===== src/rtl/wb_tube_wbuf_pkg.sv =====
`default_nettype none
// +----------------------------------------------------------------------------+
// | wb_tube_wbuf_pkg : shared types for the Tube posted-write buffer           |
// | Revision: 1.0                                                              |
// +----------------------------------------------------------------------------+
package wb_tube_wbuf_pkg;

  localparam int c_adr_w   = 3;
  localparam int c_sel_w   = 4;
  localparam int c_dat_w   = 32;
  localparam int c_entry_w = c_adr_w + c_sel_w + c_dat_w;

  typedef enum logic [1:0] {
    M_IDLE  = 2'd0,
    M_WRITE = 2'd1,
    M_READ  = 2'd2
  } mstate_t;

  // Packed so that adr sits in [2:0], sel in [6:3] and dat in [38:7].
  typedef struct packed {
    logic [c_dat_w-1:0] dat;
    logic [c_sel_w-1:0] sel;
    logic [c_adr_w-1:0] adr;
  } wbuf_entry_t;

  function automatic wbuf_entry_t make_entry(
    input logic [c_adr_w-1:0] adr,
    input logic [c_sel_w-1:0] sel,
    input logic [c_dat_w-1:0] dat
  );
    wbuf_entry_t e;
    e.adr = adr;
    e.sel = sel;
    e.dat = dat;
    return e;
  endfunction

endpackage
`default_nettype wire


===== src/rtl/wb_tube_wbuf_fifo.sv =====
`default_nettype none
// +----------------------------------------------------------------------------+
// | wb_tube_wbuf_fifo : synchronous FIFO with a combinational head output      |
// | Revision: 1.0                                                              |
// +----------------------------------------------------------------------------+
module wb_tube_wbuf_fifo
  import wb_tube_wbuf_pkg::*;
#(
  parameter int DEPTH_LOG2 = 2
) (
  input  logic                clk,
  input  logic                reset,
  input  logic                push,
  input  logic                pop,
  input  wbuf_entry_t         din,
  output wbuf_entry_t         dout,
  output logic [DEPTH_LOG2:0] level,
  output logic                full,
  output logic                empty
);

  localparam int                  c_depth      = 1 << DEPTH_LOG2;
  localparam logic [DEPTH_LOG2:0] c_full_level = {1'b1, {DEPTH_LOG2{1'b0}}};

  wbuf_entry_t             r_mem [c_depth];
  logic [DEPTH_LOG2-1:0]   r_wr_ptr;
  logic [DEPTH_LOG2-1:0]   r_rd_ptr;
  logic [DEPTH_LOG2:0]     r_level;
  logic                    w_do_push;
  logic                    w_do_pop;

  assign empty = (r_level == '0);
  assign full  = (r_level == c_full_level);

  // A pop in the same cycle frees the slot a full-FIFO push needs.
  assign w_do_pop  = pop & ~empty;
  assign w_do_push = push & (~full | w_do_pop);

  always_ff @(posedge clk) begin
    if (w_do_push) begin
      r_mem[r_wr_ptr] <= din;
    end
  end

  always_ff @(posedge clk) begin
    if (reset) begin
      r_wr_ptr <= '0;
      r_rd_ptr <= '0;
      r_level  <= '0;
    end else begin
      if (w_do_push) begin
        r_wr_ptr <= r_wr_ptr + 1'b1;
      end
      if (w_do_pop) begin
        r_rd_ptr <= r_rd_ptr + 1'b1;
      end
      case ({w_do_push, w_do_pop})
        2'b10:   r_level <= r_level + 1'b1;
        2'b01:   r_level <= r_level - 1'b1;
        default: r_level <= r_level;
      endcase
    end
  end

  assign dout  = r_mem[r_rd_ptr];
  assign level = r_level;

endmodule
`default_nettype wire


===== src/rtl/wb_tube_wbuf.sv =====
`default_nettype none
// +----------------------------------------------------------------------------+
// | wb_tube_wbuf : posted-write buffer between the ARM2 master and the Tube    |
// | Revision: 1.0                                                              |
// +----------------------------------------------------------------------------+
module wb_tube_wbuf
  import wb_tube_wbuf_pkg::*;
#(
  parameter int DEPTH_LOG2 = 2
) (
  input  logic                 clk,
  input  logic                 reset,
  input  logic                 s_stb_i,
  input  logic                 s_cyc_i,
  input  logic                 s_we_i,
  input  logic [c_adr_w-1:0]   s_adr_i,
  input  logic [c_sel_w-1:0]   s_sel_i,
  input  logic [c_dat_w-1:0]   s_dat_i,
  output logic                 s_ack_o,
  output logic [c_dat_w-1:0]   s_dat_o,
  output logic                 m_cyc_o,
  output logic                 m_stb_o,
  output logic                 m_we_o,
  output logic [c_adr_w-1:0]   m_adr_o,
  output logic [c_sel_w-1:0]   m_sel_o,
  output logic [c_dat_w-1:0]   m_dat_o,
  input  logic                 m_ack_i,
  input  logic [c_dat_w-1:0]   m_dat_i,
  output logic [DEPTH_LOG2:0]  wbuf_level
);

  mstate_t              r_state;
  mstate_t              w_state_nxt;

  logic                 r_cyc;
  logic                 r_we;
  logic [c_adr_w-1:0]   r_adr;
  logic [c_sel_w-1:0]   r_sel;
  logic [c_dat_w-1:0]   r_mdat;
  logic                 r_s_ack;
  logic [c_dat_w-1:0]   r_s_dat;

  logic                 w_cyc_nxt;
  logic                 w_we_nxt;
  logic [c_adr_w-1:0]   w_adr_nxt;
  logic [c_sel_w-1:0]   w_sel_nxt;
  logic [c_dat_w-1:0]   w_mdat_nxt;
  logic                 w_s_ack_nxt;
  logic [c_dat_w-1:0]   w_s_dat_nxt;

  logic                 w_s_wr;
  logic                 w_s_rd;
  logic                 w_push;
  logic                 w_pop;
  logic                 w_full;
  logic                 w_empty;
  wbuf_entry_t          w_head;
  wbuf_entry_t          w_din;

  // Masking with the registered ack keeps a held strobe from being taken twice.
  assign w_s_wr = s_stb_i & s_cyc_i &  s_we_i & ~r_s_ack;
  assign w_s_rd = s_stb_i & s_cyc_i & ~s_we_i & ~r_s_ack;

  assign w_pop  = (r_state == M_WRITE) & m_ack_i;
  assign w_push = w_s_wr & (~w_full | w_pop);
  assign w_din  = make_entry(s_adr_i, s_sel_i, s_dat_i);

  wb_tube_wbuf_fifo #(
    .DEPTH_LOG2 (DEPTH_LOG2)
  ) u_fifo (
    .clk   (clk),
    .reset (reset),
    .push  (w_push),
    .pop   (w_pop),
    .din   (w_din),
    .dout  (w_head),
    .level (wbuf_level),
    .full  (w_full),
    .empty (w_empty)
  );

  always_comb begin
    w_state_nxt = r_state;
    w_cyc_nxt   = r_cyc;
    w_we_nxt    = r_we;
    w_adr_nxt   = r_adr;
    w_sel_nxt   = r_sel;
    w_mdat_nxt  = r_mdat;
    w_s_dat_nxt = r_s_dat;
    w_s_ack_nxt = w_push;

    case (r_state)
      M_IDLE: begin
        // Queued writes drain first, so a read never overtakes a posted write.
        if (!w_empty) begin
          w_cyc_nxt   = 1'b1;
          w_we_nxt    = 1'b1;
          w_adr_nxt   = w_head.adr;
          w_sel_nxt   = w_head.sel;
          w_mdat_nxt  = w_head.dat;
          w_state_nxt = M_WRITE;
        end else if (w_s_rd) begin
          w_cyc_nxt   = 1'b1;
          w_we_nxt    = 1'b0;
          w_adr_nxt   = s_adr_i;
          w_sel_nxt   = s_sel_i;
          w_state_nxt = M_READ;
        end
      end
      M_WRITE: begin
        if (m_ack_i) begin
          w_cyc_nxt   = 1'b0;
          w_state_nxt = M_IDLE;
        end
      end
      M_READ: begin
        if (m_ack_i) begin
          w_cyc_nxt   = 1'b0;
          w_s_dat_nxt = m_dat_i;
          w_s_ack_nxt = 1'b1;
          w_state_nxt = M_IDLE;
        end
      end
      default: begin
        w_cyc_nxt   = 1'b0;
        w_state_nxt = M_IDLE;
      end
    endcase
  end

  always_ff @(posedge clk) begin
    if (reset) begin
      r_state <= M_IDLE;
      r_cyc   <= 1'b0;
      r_we    <= 1'b0;
      r_adr   <= '0;
      r_sel   <= '0;
      r_mdat  <= '0;
      r_s_ack <= 1'b0;
      r_s_dat <= '0;
    end else begin
      r_state <= w_state_nxt;
      r_cyc   <= w_cyc_nxt;
      r_we    <= w_we_nxt;
      r_adr   <= w_adr_nxt;
      r_sel   <= w_sel_nxt;
      r_mdat  <= w_mdat_nxt;
      r_s_ack <= w_s_ack_nxt;
      r_s_dat <= w_s_dat_nxt;
    end
  end

  assign s_ack_o = r_s_ack;
  assign s_dat_o = r_s_dat;
  assign m_cyc_o = r_cyc;
  assign m_stb_o = r_cyc;
  assign m_we_o  = r_we;
  assign m_adr_o = r_adr;
  assign m_sel_o = r_sel;
  assign m_dat_o = r_mdat;

endmodule
`default_nettype wire

===== config.mk =====
export PLATFORM = sky130hd
export DESIGN_NAME = wb_tube_wbuf
export DESIGN_NICKNAME = d
export VERILOG_FILES = /design/src/rtl/wb_tube_wbuf_pkg.sv /design/src/rtl/wb_tube_wbuf_fifo.sv /design/src/rtl/wb_tube_wbuf.sv
export SDC_FILE = /design/constraint.sdc
export NUM_CORES = 1
export LEC_CHECK = 0
export BUFFER_PORTS_ARGS = -buffer_cell sky130_fd_sc_hd__buf_2
export CAP_MARGIN = 10
export CORE_MARGIN = 2
export CORE_UTILIZATION = 50
export DETAILED_ROUTE_END_ITERATION = 8
export PLACE_DENSITY = 0.69
export SLEW_MARGIN = 20
export SYNTH_ARGS = -nofsm -noshare
export SYNTH_HDL_FRONTEND = slang
export SYNTH_SLANG_ARGS = --single-unit
export TNS_END_PERCENT = 50

===== constraint.sdc =====
create_clock -name clk -period 4 [get_ports clk]
set_input_delay 0 -clock clk [delete_from_list [all_inputs] [get_ports clk]]
set_output_delay 0 -clock clk [all_outputs]
set_load 0.02 [all_outputs]

==> results.toml, run 1 <==
[outcome]
status = "finished clean"

[clock_network]
clk_path_buf_depth = 3
htree_levels = 1
path_clk_slew_ns = 0.06
cts_tree = "done"
cts_root_buf = "clkbuf_16"
clk_latency_ns = 0.52
post_cts_buffers = 0
cts_made_buffers = 25
cts.sinks = 241

[yosys]
syn_avg_cell_area_um2 = 14.8
synthCells = 596
synth_seq_cells = 241
seq_area_frac_synth = 0.724
synthArstFlopShare = 0
yosysTopAreaCell = "edfxtp_1"
syn_nets = 682
yosys-top-cells-area = "edfxtp_1, dfxtp_1, mux4_2"
synth_top_area_frac = 0.531
synth.distinct_cells = 35
synthFlopType = "edfxtp_1"
synth_area_um2 = 8820
yosysWarnings = 0
synth_edf_count = 156

[grt]
grt_pass1_vias = 5646
grt_first_pass_wirelength_um = 28700
grt_max_degree = 85
overflow = 0
antenna_found_initial = 0
grt_use_total = 0.200

[sta]
slew_headroom = 0.283
maxSlewViolCount = 0
fin_crit_ns = 2.64
setup_ws_ns = 1.36
worst_pin_slew_ns = 1.07
setup_viol = 0
rsz0062_at_grt = "false"
fmax_mhz = 379
hold_violations = 0
skew_ns = 0.0112
setup_tns_ns = 0
fin_crit_sh = 0.660

[die]
die_w_um = 137
coreArea_um2 = 17300
start_util = 0.510
ios = 155
die_area_um2 = 18700
die_h_um = 137
row_count = 48

[detailed_routing]
viasPerCell = 5.25
vias = 5575
detail-route-antenna-nets = 0
drt_pass1_iterations = 5
drc = 0
routedWlPerCell_um = 17.6
drt_wl_total_um = 18700
drt-initial-drc-count = 242

[setup_path]
crit_required_ns = 4.14
worstPathArrival_ns = 2.78
crit_fanout = 39
r2r_cells = 5
critPathCaptureType = "register"
crit_slowest_cell = "and2_2"
r2r_start = "r_state[1]"
reg2reg_to = "u_fifo.r_mem[2][5]"
crit_chain = "inv_1, ha_1, nand2_1, a41oi_1, and2_2"
path_class = "register to register"
r2r_slack_ns = 1.36
start_kind = "register"
slowest_delay_ns = 0.99

[placed_design]
portBuffers = 154
dp.cells = 943
dp_hpwl_um = 10700
placed_area_um2 = 9720
post-place-ws_ns = 1.32
gp_congestion = 0.740

[worst_hold_path]
hold_class = "input pin to register"
min_path_cells = 5
hold_end = "u_fifo.r_wr_ptr[0]"
worstHoldStart = "s_we_i"

[job]
max-cap-violations = 0

[final_layout]
final_cell_mix = "edfxtp_1, buf_2, nand2_1"
design_area_um2 = 11300
mostFrequentLayoutCell = "edfxtp_1"
n_antenna_cell = 0
area_growth_pct = 28.1
drive_gt1_frac = 0.297
final_net_count = 903
layout.cells.non_filler = 1061

[power]
vdd_drop_max_v = 0.000386
leakagePower_nw = 4.11
finalPower_mw = 5.44
power.density_nw_per_um2 = 482
[area by class of cell]
cell class	count	area [µm²]
inverter	10	37.5
clock inverter	20	221
tap	225	282
fill	1304	6000
timing repair buffer	227	1500
sequential	241	6390
multi-input combinational	312	2230
clock buffer	26	629
[state kept, by name, summed over array words and instances, names as in the netlist, 3 cells and up, named ones only]
signal,count
m_adr_o,3
m_dat_o,32
m_sel_o,4
s_dat_o,32
u_fifo.level,3
u_fifo.r_mem,156
[metal layers]
layer / vias up / routed length [µm] / global-route usage
met4: 0 / 420 / 0.0567
met1: 2722 / 7470 / 0.245
met2: 206 / 9520 / 0.362
met3: 30 / 1260 / 0.0359
met5: - / 0 / 0
li1: 2617 / - / -
[stage by stage]
step	util	hold WS, ns
global placement	0.562	0.214
floorplan	-	0.0989
CTS	0.653	0.0541
finish	0.653	0.0761
detailed placement	0.562	0.221
global route	0.653	0.101
[timing repair]
| action | in CTS | in global routing |
|---|---|---|
| endpoints found under the hold margin | 199 | 0 |
| hold buffers | 72 | 0 |
| resized for setup | 0 | 0 |
[how the worst max path moves through the flow]
stage,end,slack [ns],startpoint,cells after the start
after floorplan,u_fifo.r_mem[0][0],1.55,u_fifo.level[1],3
after global placement,u_fifo.r_mem[1][23],1.48,r_state[1],5
after detailed placement,u_fifo.r_mem[2][23],1.32,r_state[1],5
after CTS,u_fifo.r_mem[1][27],1.32,r_state[1],5
after global routing,u_fifo.r_mem[2][5],1.13,r_state[1],5
final,u_fifo.r_mem[2][5],1.36,r_state[1],5
[cell families after synthesis]
logic type      count (synthesis)  synth area share
compound gates                 84            0.0524
xor+xnor                        5           0.00497
flops                         241             0.724
simple gates                  174            0.0803
fa+ha+maj                       9            0.0136
mux                            40             0.101
buf+inv                        43            0.0237
[cell usage after synthesis (all sizes together), types with 3 or more instances]
| library cell | number |
|---|---|
| clkbuf | 18 |
| nor2 | 19 |
| dfxtp | 85 |
| buf | 15 |
| and2 | 5 |
| mux4 | 39 |
| o22ai | 5 |
| xor2 | 3 |
| ha | 8 |
| inv | 10 |
| o21ai | 3 |
| a21oi | 69 |
| nand2 | 137 |
| nor3 | 6 |
| edfxtp | 156 |
[worst max-delay path, delay by kind of cell (launching register included)]
family / cells / cell delay, ns
adder cells (fa/ha/maj): 1 / 0.17
AO/OA/AOI/OAI: 1 / 0.59
buffers and inverters: 1 / 0.08
AND/OR/NAND/NOR: 2 / 1.07
flip-flops: 1 / 0.33
[power by group]
part           internal [mW]  switching [mW]
clock network           1.41           0.946
registers               2.70          0.0257
logic                  0.151           0.206
total                   4.26            1.18
Note: power is estimated with default switching activity, not from simulation.
==> inputs of run 2 (changes only) <==
--- a/config.mk
+++ b/config.mk
@@ -5,12 +5,13 @@
 export SDC_FILE = /design/constraint.sdc
 export NUM_CORES = 1
 export LEC_CHECK = 0
+export ABC_AREA = 1
 export BUFFER_PORTS_ARGS = -buffer_cell sky130_fd_sc_hd__buf_2
 export CAP_MARGIN = 10
 export CORE_MARGIN = 2
 export CORE_UTILIZATION = 50
 export DETAILED_ROUTE_END_ITERATION = 8
-export PLACE_DENSITY = 0.69
+export PLACE_DENSITY = 0.71
 export SLEW_MARGIN = 20
 export SYNTH_ARGS = -nofsm -noshare
 export SYNTH_HDL_FRONTEND = slang
==> constraint.sdc (replaced) <==
create_clock -name clk -period 2.2 [get_ports clk]
set_input_delay 0 -clock clk [delete_from_list [all_inputs] [get_ports clk]]
set_output_delay 0 -clock clk [all_outputs]
set_load 0.02 [all_outputs]
==> results.toml, run 2 <==
[clock_network]
cts.sinks = 241
htree_levels = 1
path_clk_slew_ns = 0.06
clk_path_buf_depth = 3
cts_made_buffers = 24
clk_latency_ns = 0.50
cts_tree = "done"
cts_root_buf = "clkbuf_16"

[power]
vdd_drop_max_v = 0.000856
power.density_nw_per_um2 = 937
finalPower_mw = 10.9
leakagePower_nw = 4.66

[final_layout]
multi_input_area_um2 = 2370
mostFrequentLayoutCell = "nor2_1"
layout.cells.non_filler = 1300
final_cell_mix = "nor2_1, edfxtp_1, buf_2"
final_util = 0.647
area_growth_pct = 27.1
drive_gt1_frac = 0.214
nFillCells = 1402
n_antenna_cell = 0
regArea_um2 = 6390
final_net_count = 1140
design_area_um2 = 11600
registers.top_by_ff_count = "u_fifo.r_mem"
largest_reg_flops = 156

[yosys]
synth_seq_cells = 241
netlist_top_cells_count = "nor2_1, edfxtp_1, o21ai_0, dfxtp_1, nand2_1"
synth_area_um2 = 9140
seq_area_frac_synth = 0.699
yosysWarnings = 0
syn_nets = 916
synthArstFlopShare = 0
yosys-top-cells-area = "edfxtp_1, dfxtp_1, nor2_1"
synth.distinct_cells = 26
syn_avg_cell_area_um2 = 11.0
synthFlopType = "edfxtp_1"
synthCells = 830
synth_top_area_frac = 0.512
synth_most_common_cell = "nor2_1"
synth_edf_count = 156
yosysTopAreaCell = "edfxtp_1"

[sta]
skew_ns = 0.00833
maxSlewViolCount = 0
setup_viol = 0
fin_crit_sh = 0.902
hold_violations = 0
worst_pin_slew_ns = 0.963
fin_crit_ns = 1.98
fmax_mhz = 504
timing.hold.ws_ns = 0.0356
rsz0062_at_grt = "false"
setup_tns_ns = 0
setup_ws_ns = 0.216
slew_headroom = 0.357

[die]
row_count = 49
ios = 155
start_util = 0.509
coreArea_um2 = 18000
die_area_um2 = 19400
die_h_um = 139
die_w_um = 139

[setup_path]
path_class = "register to register"
start_kind = "register"
worstPathArrival_ns = 2.38
critPathCaptureType = "register"
crit_required_ns = 2.59
crit_fanout = 3

[detailed_routing]
routedWlPerCell_um = 16.2
wl_met2_um = 10600
met3_length_um = 1140
drt_pass1_iterations = 5
drt-initial-drc-count = 470
drt_wl_total_um = 21000
highest_layer = "met4"
drc = 0
vias = 6861
viasPerCell = 5.28
detail-route-antenna-nets = 0
wl_met1_um = 8820

[placed_design]
post-place-ws_ns = 0.203
gp_congestion = 0.748
dp_hpwl_um = 11900
placed_area_um2 = 10100
portBuffers = 154
dp.cells = 1183

[grt]
grt_first_pass_wirelength_um = 33200
grt_max_degree = 79
grt_use_total = 0.211
antenna_found_initial = 0
overflow = 0
grt_pass1_vias = 6652

[worst_hold_path]
hold_class = "input pin to register"

[job]
max-cap-violations = 0

[outcome]
status = "finished clean"
==> run 2: cell types whose count changed in the layout (fill, tap and decap cells not counted), moves of 7 or more <==
cell,previous run,this run
mux4_2,39,0
nor2_1,18,199
o21ai_0,3,133
o22ai_1,5,32
nand3_1,1,16
buf_4,2,16
a21oi_1,69,18
inv_1,10,31
nand2_1,136,75
nand3b_1,0,7
==> run 2: metal layers <==
metal	track usage	up-vias
met1	0.269	3320
met3	0.0306	31
met2	0.378	224
li1	-	3286
met5	0	-
met4	0.0579	0
==> run 2: logic make-up (layout without fill, tap and decap cells) <==
kind of cell	count (synthesis)	after routing	synth area share
fa+ha+maj	9	9	0.0131
compound gates	185	185	0.106
buf+inv	83	324	0.0457
simple gates	312	312	0.137
flops	241	241	0.699
==> run 2: layout make-up <==
| class | instances | share of cell area |
|---|---|---|
| Clock buffer | 31 | 0.0575 |
| Clock inverter | 12 | 0.00711 |
| Inverter | 34 | 0.0115 |
| Multi-Input combinational cell | 506 | 0.204 |
| Sequential cell | 241 | 0.550 |
| Tap cell | 229 | 0.0247 |
| Timing Repair Buffer | 247 | 0.146 |
==> run 2: what timing repair did <==
item,CTS,global route
hold buffers,74,0
resized for setup,0,1
setup endpoints to repair,0,33
hold endpoints to repair,202,0
setup buffers,0,0
==> run 2: worst paths after layout <==
path	end	start	cells past startpoint	slack [ns]
min	m_we_o	s_we_i	5	0.04
min reg2reg	m_we_o	m_we_o	2	0.46
max reg2reg	u_fifo.level[2]	r_state[1]	12	0.22
max	u_fifo.level[2]	r_state[1]	12	0.22
==> run 2: power breakdown <==
part	internal (mW)	leakage, nW	total (mW)	switching (mW)
clock	2.25	0.380	3.87	1.61
combinational	0.627	2.17	1.73	1.11
sequential	5.13	2.10	5.29	0.150
==> run 2: worst max-delay path, stage by stage (launching register included) <==
cell	delay, ns
dfxtp_1	0.35
inv_1	0.07
ha_1	0.17
nand2_1	0.08
nand3_1	0.08
nand2_1	0.09
ha_1	0.14
inv_1	0.06
fa_1	0.37
a21oi_1	0.14
o21ai_0	0.11
o21ai_0	0.15
a21oi_1	0.05
